--- src/rtl/code_sender_pkg.sv ---
// Shared types and defaults for the code sender: FSM state encoding,
// default phase lengths and small elaboration-time helpers.
package code_sender_pkg;

  typedef enum logic [2:0] {
    ST_IDLE     = 3'd0,
    ST_SETUP    = 3'd1,
    ST_PRESS    = 3'd2,
    ST_GAP      = 3'd3,
    ST_WAIT_RSP = 3'd4,
    ST_FINISH   = 3'd5
  } state_e;

  localparam int unsigned N_DIGITS_DEF    = 32'd4;
  localparam int unsigned HOLD_CYC_DEF    = 32'd5;
  localparam int unsigned GAP_CYC_DEF     = 32'd16;
  localparam int unsigned TIMEOUT_CYC_DEF = 32'd1024;

  // Largest of three phase lengths; sizes the shared timer.
  function automatic int unsigned max3(input int unsigned a,
                                       input int unsigned b,
                                       input int unsigned c);
    int unsigned m;
    m = (a > b) ? a : b;
    return (m > c) ? m : c;
  endfunction

  // Counter width for a phase of max_cnt cycles (loaded with max_cnt-1).
  function automatic int unsigned timer_width(input int unsigned max_cnt);
    return ($clog2(max_cnt) < 1) ? 32'd1 : $clog2(max_cnt);
  endfunction

endpackage

--- src/rtl/code_sender_cycle_timer.sv ---
// Loadable down-counter shared by the HOLD, GAP and response-timeout
// phases. Loading N-1 makes expired_o rise after N cycles in the phase.
module cycle_timer #(
  parameter int unsigned WIDTH = 10
) (
  input  logic             clk,
  input  logic             rst_n,
  input  logic             load_i,
  input  logic [WIDTH-1:0] load_val_i,
  output logic             expired_o
);

  logic [WIDTH-1:0] cnt_q;
  logic [WIDTH-1:0] cnt_d;

  // Next count: load wins, otherwise count down and park at zero.
  always_comb begin
    cnt_d = cnt_q;
    if (load_i) begin
      cnt_d = load_val_i;
    end else if (cnt_q != {WIDTH{1'b0}}) begin
      cnt_d = cnt_q - WIDTH'(1);
    end else begin
      cnt_d = cnt_q;
    end
  end

  // Count register.
  always_ff @(posedge clk or negedge rst_n) begin
    if (!rst_n) begin
      cnt_q <= {WIDTH{1'b0}};
    end else begin
      cnt_q <= cnt_d;
    end
  end

  assign expired_o = (cnt_q == {WIDTH{1'b0}});

endmodule

--- src/rtl/code_sender.sv ---
// Code sender: presents a multi-digit key code to a lock, strobing enter
// once per digit, then waits for OPEN/ERROR or gives up after a timeout.
module code_sender
  import code_sender_pkg::*;
#(
  parameter int unsigned N_DIGITS    = N_DIGITS_DEF,
  parameter int unsigned HOLD_CYC    = HOLD_CYC_DEF,
  parameter int unsigned GAP_CYC     = GAP_CYC_DEF,
  parameter int unsigned TIMEOUT_CYC = TIMEOUT_CYC_DEF
) (
  input  logic                  clk,
  input  logic                  rst_n,
  input  logic                  start,
  input  logic [2*N_DIGITS-1:0] code,
  input  logic                  OPEN,
  input  logic                  ERROR,
  output logic                  keyA,
  output logic                  keyB,
  output logic                  enter,
  output logic                  busy,
  output logic                  done,
  output logic                  pass,
  output logic                  timeout
);

  localparam int unsigned TW    = timer_width(max3(HOLD_CYC, GAP_CYC, TIMEOUT_CYC));
  localparam int unsigned IDX_W = (N_DIGITS > 32'd1) ? $clog2(N_DIGITS) : 32'd1;

  localparam logic [TW-1:0]    HOLD_LD  = TW'(HOLD_CYC - 32'd1);
  localparam logic [TW-1:0]    GAP_LD   = TW'(GAP_CYC - 32'd1);
  localparam logic [TW-1:0]    TMO_LD   = TW'(TIMEOUT_CYC - 32'd1);
  localparam logic [IDX_W-1:0] LAST_IDX = IDX_W'(N_DIGITS - 32'd1);

  state_e                state_q, state_d;
  logic [2*N_DIGITS-1:0] code_q, code_d;
  logic [IDX_W-1:0]      idx_q, idx_d;
  logic [1:0]            key_q, key_d;
  logic                  enter_q, enter_d;
  logic                  busy_q, busy_d;
  logic                  done_q, done_d;
  logic                  pass_q, pass_d;
  logic                  timeout_q, timeout_d;

  logic                  tmr_load_s;
  logic [TW-1:0]         tmr_val_s;
  logic                  tmr_exp_s;
  logic [IDX_W-1:0]      idx_nxt_s;
  logic [1:0]            next_digit_s;

  cycle_timer #(.WIDTH(TW)) u_timer (
    .clk        (clk),
    .rst_n      (rst_n),
    .load_i     (tmr_load_s),
    .load_val_i (tmr_val_s),
    .expired_o  (tmr_exp_s)
  );

  // Select the digit that follows the current index from the latched code.
  always_comb begin
    idx_nxt_s    = idx_q + IDX_W'(1);
    next_digit_s = 2'b00;
    for (int i = 0; i < int'(N_DIGITS); i++) begin
      next_digit_s = (idx_nxt_s == IDX_W'(i)) ? code_q[2*i +: 2] : next_digit_s;
    end
  end

  // Next-state and next-output logic; outputs are registered below.
  always_comb begin
    state_d    = state_q;
    code_d     = code_q;
    idx_d      = idx_q;
    key_d      = key_q;
    enter_d    = 1'b0;
    busy_d     = busy_q;
    done_d     = 1'b0;
    pass_d     = pass_q;
    timeout_d  = timeout_q;
    tmr_load_s = 1'b0;
    tmr_val_s  = {TW{1'b0}};
    case (state_q)
      ST_IDLE: begin
        if (start) begin
          code_d    = code;
          idx_d     = {IDX_W{1'b0}};
          key_d     = code[1:0];
          pass_d    = 1'b0;
          timeout_d = 1'b0;
          busy_d    = 1'b1;
          state_d   = ST_SETUP;
        end else begin
          state_d   = ST_IDLE;
        end
      end
      ST_SETUP: begin
        enter_d    = 1'b1;
        tmr_load_s = 1'b1;
        tmr_val_s  = HOLD_LD;
        state_d    = ST_PRESS;
      end
      ST_PRESS: begin
        if (tmr_exp_s) begin
          tmr_load_s = 1'b1;
          tmr_val_s  = GAP_LD;
          state_d    = ST_GAP;
        end else begin
          enter_d    = 1'b1;
        end
      end
      ST_GAP: begin
        if (!tmr_exp_s) begin
          state_d = ST_GAP;
        end else if (idx_q != LAST_IDX) begin
          idx_d   = idx_nxt_s;
          key_d   = next_digit_s;
          state_d = ST_SETUP;
        end else begin
          tmr_load_s = 1'b1;
          tmr_val_s  = TMO_LD;
          state_d    = ST_WAIT_RSP;
        end
      end
      ST_WAIT_RSP: begin
        // ERROR outranks OPEN; a response on the final cycle beats timeout.
        if (ERROR) begin
          pass_d  = 1'b0;
          done_d  = 1'b1;
          busy_d  = 1'b0;
          state_d = ST_FINISH;
        end else if (OPEN) begin
          pass_d  = 1'b1;
          done_d  = 1'b1;
          busy_d  = 1'b0;
          state_d = ST_FINISH;
        end else if (tmr_exp_s) begin
          timeout_d = 1'b1;
          done_d    = 1'b1;
          busy_d    = 1'b0;
          state_d   = ST_FINISH;
        end else begin
          state_d = ST_WAIT_RSP;
        end
      end
      ST_FINISH: begin
        state_d = ST_IDLE;
      end
      default: begin
        state_d = ST_IDLE;
        busy_d  = 1'b0;
      end
    endcase
  end

  // State and output registers, cleared asynchronously.
  always_ff @(posedge clk or negedge rst_n) begin
    if (!rst_n) begin
      state_q   <= ST_IDLE;
      code_q    <= {(2*N_DIGITS){1'b0}};
      idx_q     <= {IDX_W{1'b0}};
      key_q     <= 2'b00;
      enter_q   <= 1'b0;
      busy_q    <= 1'b0;
      done_q    <= 1'b0;
      pass_q    <= 1'b0;
      timeout_q <= 1'b0;
    end else begin
      state_q   <= state_d;
      code_q    <= code_d;
      idx_q     <= idx_d;
      key_q     <= key_d;
      enter_q   <= enter_d;
      busy_q    <= busy_d;
      done_q    <= done_d;
      pass_q    <= pass_d;
      timeout_q <= timeout_d;
    end
  end

  assign keyA    = key_q[1];
  assign keyB    = key_q[0];
  assign enter   = enter_q;
  assign busy    = busy_q;
  assign done    = done_q;
  assign pass    = pass_q;
  assign timeout = timeout_q;

endmodule
--- config.mk ---
export PLATFORM = sky130hd
export DESIGN_NAME = code_sender
export DESIGN_NICKNAME = d
export VERILOG_FILES = /design/src/rtl/code_sender_pkg.sv /design/src/rtl/code_sender_cycle_timer.sv /design/src/rtl/code_sender.sv
export SDC_FILE = /design/constraint.sdc
export NUM_CORES = 1
export LEC_CHECK = 0
export BUFFER_PORTS_ARGS = -buffer_cell sky130_fd_sc_hd__buf_2
export CORE_MARGIN = 5
export CORE_UTILIZATION = 57
export DETAILED_ROUTE_END_ITERATION = 6
export PLACE_DENSITY_LB_ADDON = 0.25
export SKIP_CTS_REPAIR_TIMING = 1
export SYNTH_ARGS = -nofsm -noshare
export SYNTH_HDL_FRONTEND = slang
export SYNTH_SLANG_ARGS = --single-unit
export TNS_END_PERCENT = 5
--- constraint.sdc ---
create_clock -name clk -period 2.8 [get_ports clk]
set_clock_uncertainty 0.05 [all_clocks]
set_input_delay 0.56 -clock clk [delete_from_list [all_inputs] [get_ports clk]]
set_output_delay 0.56 -clock clk [all_outputs]
set_load 0.005 [all_outputs]
# [Word level (Yosys, flattened, before mapping)]
# Cells that the tools add are included.
# W data, S select, Z words.
[op_classes] add_sub_neg=2 n_eq_ne=18 mux=48 n_bitwise=1 n_reduce_logical=13
[ops] operator="$mux W10" count=4
[ops] operator="$pmux W10 S3" count=1
[ops] operator="$mux W1" count=21
[ops] operator="$mux W2" count=10
[ops] operator="$ne A2 B2 Y1 const B" count=8
[ops] operator="$pmux W3 S5" count=1
[ops] operator="$logic_not A10 Y1" count=1
[ops] operator="$reduce_bool A10 Y1" count=1
[ops] operator="$sub A10 B1 Y10 const B" count=1
[ops] operator="$mux W3" count=3
[ops] operator="$pmux W2 S2" count=2
[ops] operator="$eq A3 B2 Y1 const B" count=2
[ops] operator="$eq A3 B3 Y1 const B" count=2
[ops] operator="$pmux W1 S2" count=3
[ops] operator="$pmux W1 S3" count=2
[ops] operator="$reduce_and A3 Y1" count=2
[ops] operator="$reduce_bool A2 Y1" count=3
[ops] operator="$reduce_and A5 Y1" count=1
[ops] operator="$eq A2 B2 Y1 const B" count=2
[ops] operator="$mux W4" count=1
[ops] operator="$ne A4 B4 Y1 const B" count=1
[ops] operator="$reduce_and A4 Y1" count=1
[ops] operator="$reduce_or A4 Y1" count=1
[ops] operator="$eq A3 B1 Y1 const B" count=1
[ops] operator="7 further kinds" count=7
[word_totals] register_bits=30 inputBits=13 out_inout_bits=7

# [Logic depth before layout (Yosys ltp)]
[logic_depth] word_depth=9 mapped_depth=7 depth_no_buf=6

# [Hierarchy]
# From an unflattened synthesis, not the netlist that was laid out.
[unflattened] hier_cells=174 hier_area_um2=1655.3
[by_module_without_submodules] module="code_sender" instances=1 cells_each=106 area_per_inst_um2=1034.7 seq_area_each_um2=500.5
[by_module_without_submodules] module="cycle_timer" instances=1 cells_each=68 area_per_inst_um2=620.6 seq_area_each_um2=250.2

# [Worst setup path after synthesis]
# No wires, ideal clock.
[synth_timing] path_kind="reg2reg" from="reg u_timer.cnt_q[0]" to="reg idx_q[0]" t_arrival_ns=1.791 path_slack_ns=0.835 path_stages_with_launch=8 synth_period_minus_slack_ns=1.965 cell_sequence="dfrtp_1 > inv_1 > ha_1 > nor4b_4 > and3_1 > buf_2 > o22ai_1 > mux2_2"
[synth_between] elab_chain_cells=3
[synth_lines] item="start: declaration" line="code_sender_cycle_timer.sv:13" source="logic [WIDTH-1:0] cnt_q;"
[synth_lines] item="start signal: assignment" line="code_sender_cycle_timer.sv:31" source="cnt_q <= {WIDTH{1'b0}};"
[synth_lines] item="start signal: assignment" line="code_sender_cycle_timer.sv:33" source="cnt_q <= cnt_d;"
[synth_lines] item="$logic_not A10 Y1" line="code_sender_cycle_timer.sv:37" source="assign expired_o = (cnt_q == {WIDTH{1'b0}});"
[synth_lines] item="$ne A2 B2 Y1 (no line)"
[synth_lines] item="$reduce_and A4 Y1 (no line)"
[synth_lines] item="end signal: assignment" line="code_sender.sv:158" source="idx_q <= {IDX_W{1'b0}};"
[synth_lines] item="end signal: assignment" line="code_sender.sv:168" source="idx_q <= idx_d;"
[synth_lines] item="end: declaration" line="code_sender.sv:36" source="logic [IDX_W-1:0] idx_q, idx_d;"
# No other way between the ends.
# A chain may end at the register's enable or synchronous reset.

# [Worst setup path in the final report]
[layout_timing] from="reg u_timer.cnt_q[0]" to="reg u_timer.cnt_q[1]"
[layout_between] elab_chain_cells=4 word_cells_on_any_way=12
[layout_lines] item="parallel branches: the longest is 4 deep, another holds $sub A10 B1 Y10"
# Several ways; the timed one is not identified. The select of a mux whose other input is x is not followed.

==> metrics.yaml <==
grtUsageTotal_pct: 19.6
cp-end-kind: "flop"
drt_first_iter_violations: 87
path_clk_slew_ns: 0.10
cts.sinks: 30
most-common-layout-cells: "dfrtp_1, buf_2, a21oi_1"
status: "finished clean"
ant_nets: 0
worst-path-buf-inv: 1
fmax_mhz: 456
top_layer_used: "met4"
ys.flop_type: "dfrtp_1"
place_ws_ns: 0.654
cts_tree: "done"
ys.warnings.count: 0
peakVddDrop_mv: 0.497
pin_count: 20
die_w_um: 64.7
drt_pass1_iterations: 4
dieArea_mm2: 0.00419
r2r_slack_ns: 0.61
dp.cells: 215
cts_buffers: 5
cp_max_fo: 15
vias: 1393
instances_no_fill: 223
synth_area_mm2: 0.00171
period_needed_ns: 2.19
cts-root-buf: "clkbuf_4"
dp.final_hpwl_um: 2660
place_congestion: 0.825
syn_to_final_growth_pct: 10.5
synth_fp_nets: 192
async_reset_ff_share_pct: 100
clk_path_buf_depth: 2
numPortBuffers: 19
clk_latency_ns: 0.32
setup_slack_ns: 0.609
reg2reg_depth: 6
start_util_pct: 60.9
crit_chain: "inv_1 > ha_1 > nor4b_4 > nand3_1 > o21ai_0 > a221oi_1"
core-area_mm2: 0.00281
ctsHtreeMaxLevel: 2
cpPeakStageDelay_ns: 0.49
grt_pass1_vias: 1482
finalHoldViolCount: 0
slowest_stage: "nand3_1"
syn_inst: 173
final_common_cell: "dfrtp_1"
routed_wirelength_um: 3670
drc: 0
r2r_start: "u_timer.cnt_q[0]"
synth_seq_cells: 30
antennaDiodeCount: 0
die_h_um: 64.7
r2r-end: "u_timer.cnt_q[1]"
final_util_pct: 67.3
wl_met1_um: 1500
detail_route.wl_per_cell_um: 16.5
powerDensity_mw_per_mm2: 678
synth_edf_count: 0
fin_crit_sh_pct: 78.3
drive_gt1_share_pct: 23.4
required_ns: 2.93
crit_type: "reg2reg"
synth_cell_types: 46
rows: 19
maxCapViolations: 0
startpoint: "u_timer.cnt_q[0]"
rsz0062_at_grt: "no"
arrival_ns: 2.32
routed-wl-met2_um: 1980
worst_pin_slew_ns: 0.666
synth.avg_cell_area_um2: 9.87
final.setup.tns_ns: 0
power_uw: 1280
p_leak_uw: 0.000862
grt_pass1_wl_um: 6440
antenna_found_initial: 0
relSlewSlack_pct: 55.6
fin_nets: 210
grt_max_degree: 31
setup_violations: 0
via_per_inst: 6.25
yosysSeqAreaShare_pct: 44.0
fillCellCount: 236
wl_met3_um: 125
min_path_type: "in2async"
critPathTopFamily: "simple AND/OR/NAND/NOR gates"
finalMaxSlewViolations: 0
grt_overflow_total: 0
critPathLaunchType: "flop"
-- flip-flops by register name (all words and copies together) (netlist names) --
signal,flops
u_timer.cnt_q,10
code_q,8
state_q,3
idx_q,2
key_q,2
busy,1
done,1
enter,1
pass,1
timeout,1
-- final cells by class --
| type | instances | area (µm²) | area share (%) |
|---|---|---|---|
| Multi-Input combinational cell | 123 | 878 | 46.6 |
| Sequential cell | 30 | 751 | 39.8 |
| Timing Repair Buffer | 20 | 103 | 5.44 |
| Clock buffer | 7 | 45.0 | 2.39 |
| Inverter | 11 | 41.3 | 2.19 |
| Tap cell | 31 | 38.8 | 2.06 |
| Clock inverter | 1 | 30.0 | 1.59 |
-- cells in the mapped netlist, types with 2 or more instances --
master	n	area share [%]
nand3b_1	3	1.3
inv_1	11	2.4
nor4_1	2	0.73
dfrtp_1	30	44
nor2_1	10	2.2
a221oi_1	2	1.0
mux2_2	9	5.9
nand2b_1	2	0.73
o21ai_0	11	3.2
ha_1	6	4.4
a22oi_1	3	1.3
a221o_1	2	1.2
clkbuf_1	6	1.3
a31oi_1	2	0.73
o32ai_1	2	1.0
o211ai_1	2	0.88
nand3_1	3	0.88
and3_1	3	1.1
a21oi_1	17	5.0
buf_2	3	0.88
mux2i_1	3	1.8
nor3_1	6	1.8
nand2_1	10	2.2
o31ai_1	2	0.88
o22ai_1	2	0.73
-- per-stage QoR --
stage	hold slack, ns	instance area [µm²]
2_1_floorplan	0.214	1710
3_3_place_gp	0.436	1810
3_5_place_dp	0.449	1810
4_1_cts	0.220	1890
5_1_grt	0.248	1890
6_report	0.211	1890
-- per-layer routing --
layer	vias to the layer above	global-route usage, %
li1	679	-
met1	679	21.3
met2	27	35.9
met3	8	4.49
met4	0	8.97
met5	-	0
-- worst max-delay path by stage --
| stage | cells after the start | end |
|---|---|---|
| final | 6 | u_timer.cnt_q[1] |
| after global routing | 6 | u_timer.cnt_q[1] |
| after CTS | 6 | key_q[0] |
| after detailed placement | 6 | key_q[0] |
| after global placement | 6 | key_q[0] |
| after floorplan | 7 | idx_q[0] |
-- cells by family after synthesis --
kind of cell	share of synthesized area [%]
adders and majority gates	4.40
muxes	7.69
DFF	44.0
AOI/OAI and AO/OA	20.1
xor gates and xnor gates	0.513
buffers and inverters	4.62
and+or+nand+nor	18.7
-- worst register-to-register path: cells and delay by family (launching register included) --
kind / cells / cell delay (ns)
AND/OR/NAND/NOR: 2 / 0.87
flip-flops: 1 / 0.44
AO/OA/AOI/OAI: 2 / 0.43
adder cells (fa/ha/maj): 1 / 0.17
buffers and inverters: 1 / 0.10
-- power by group --
part           total [µW]  internal, µW  leakage [µW]  switching, µW
clock network         334           189     0.0000395            144
registers             592           506      0.000368           86.2
logic                 353           168      0.000454            185
total                1280           863      0.000862            415
(Power assumes the default switching activity.)
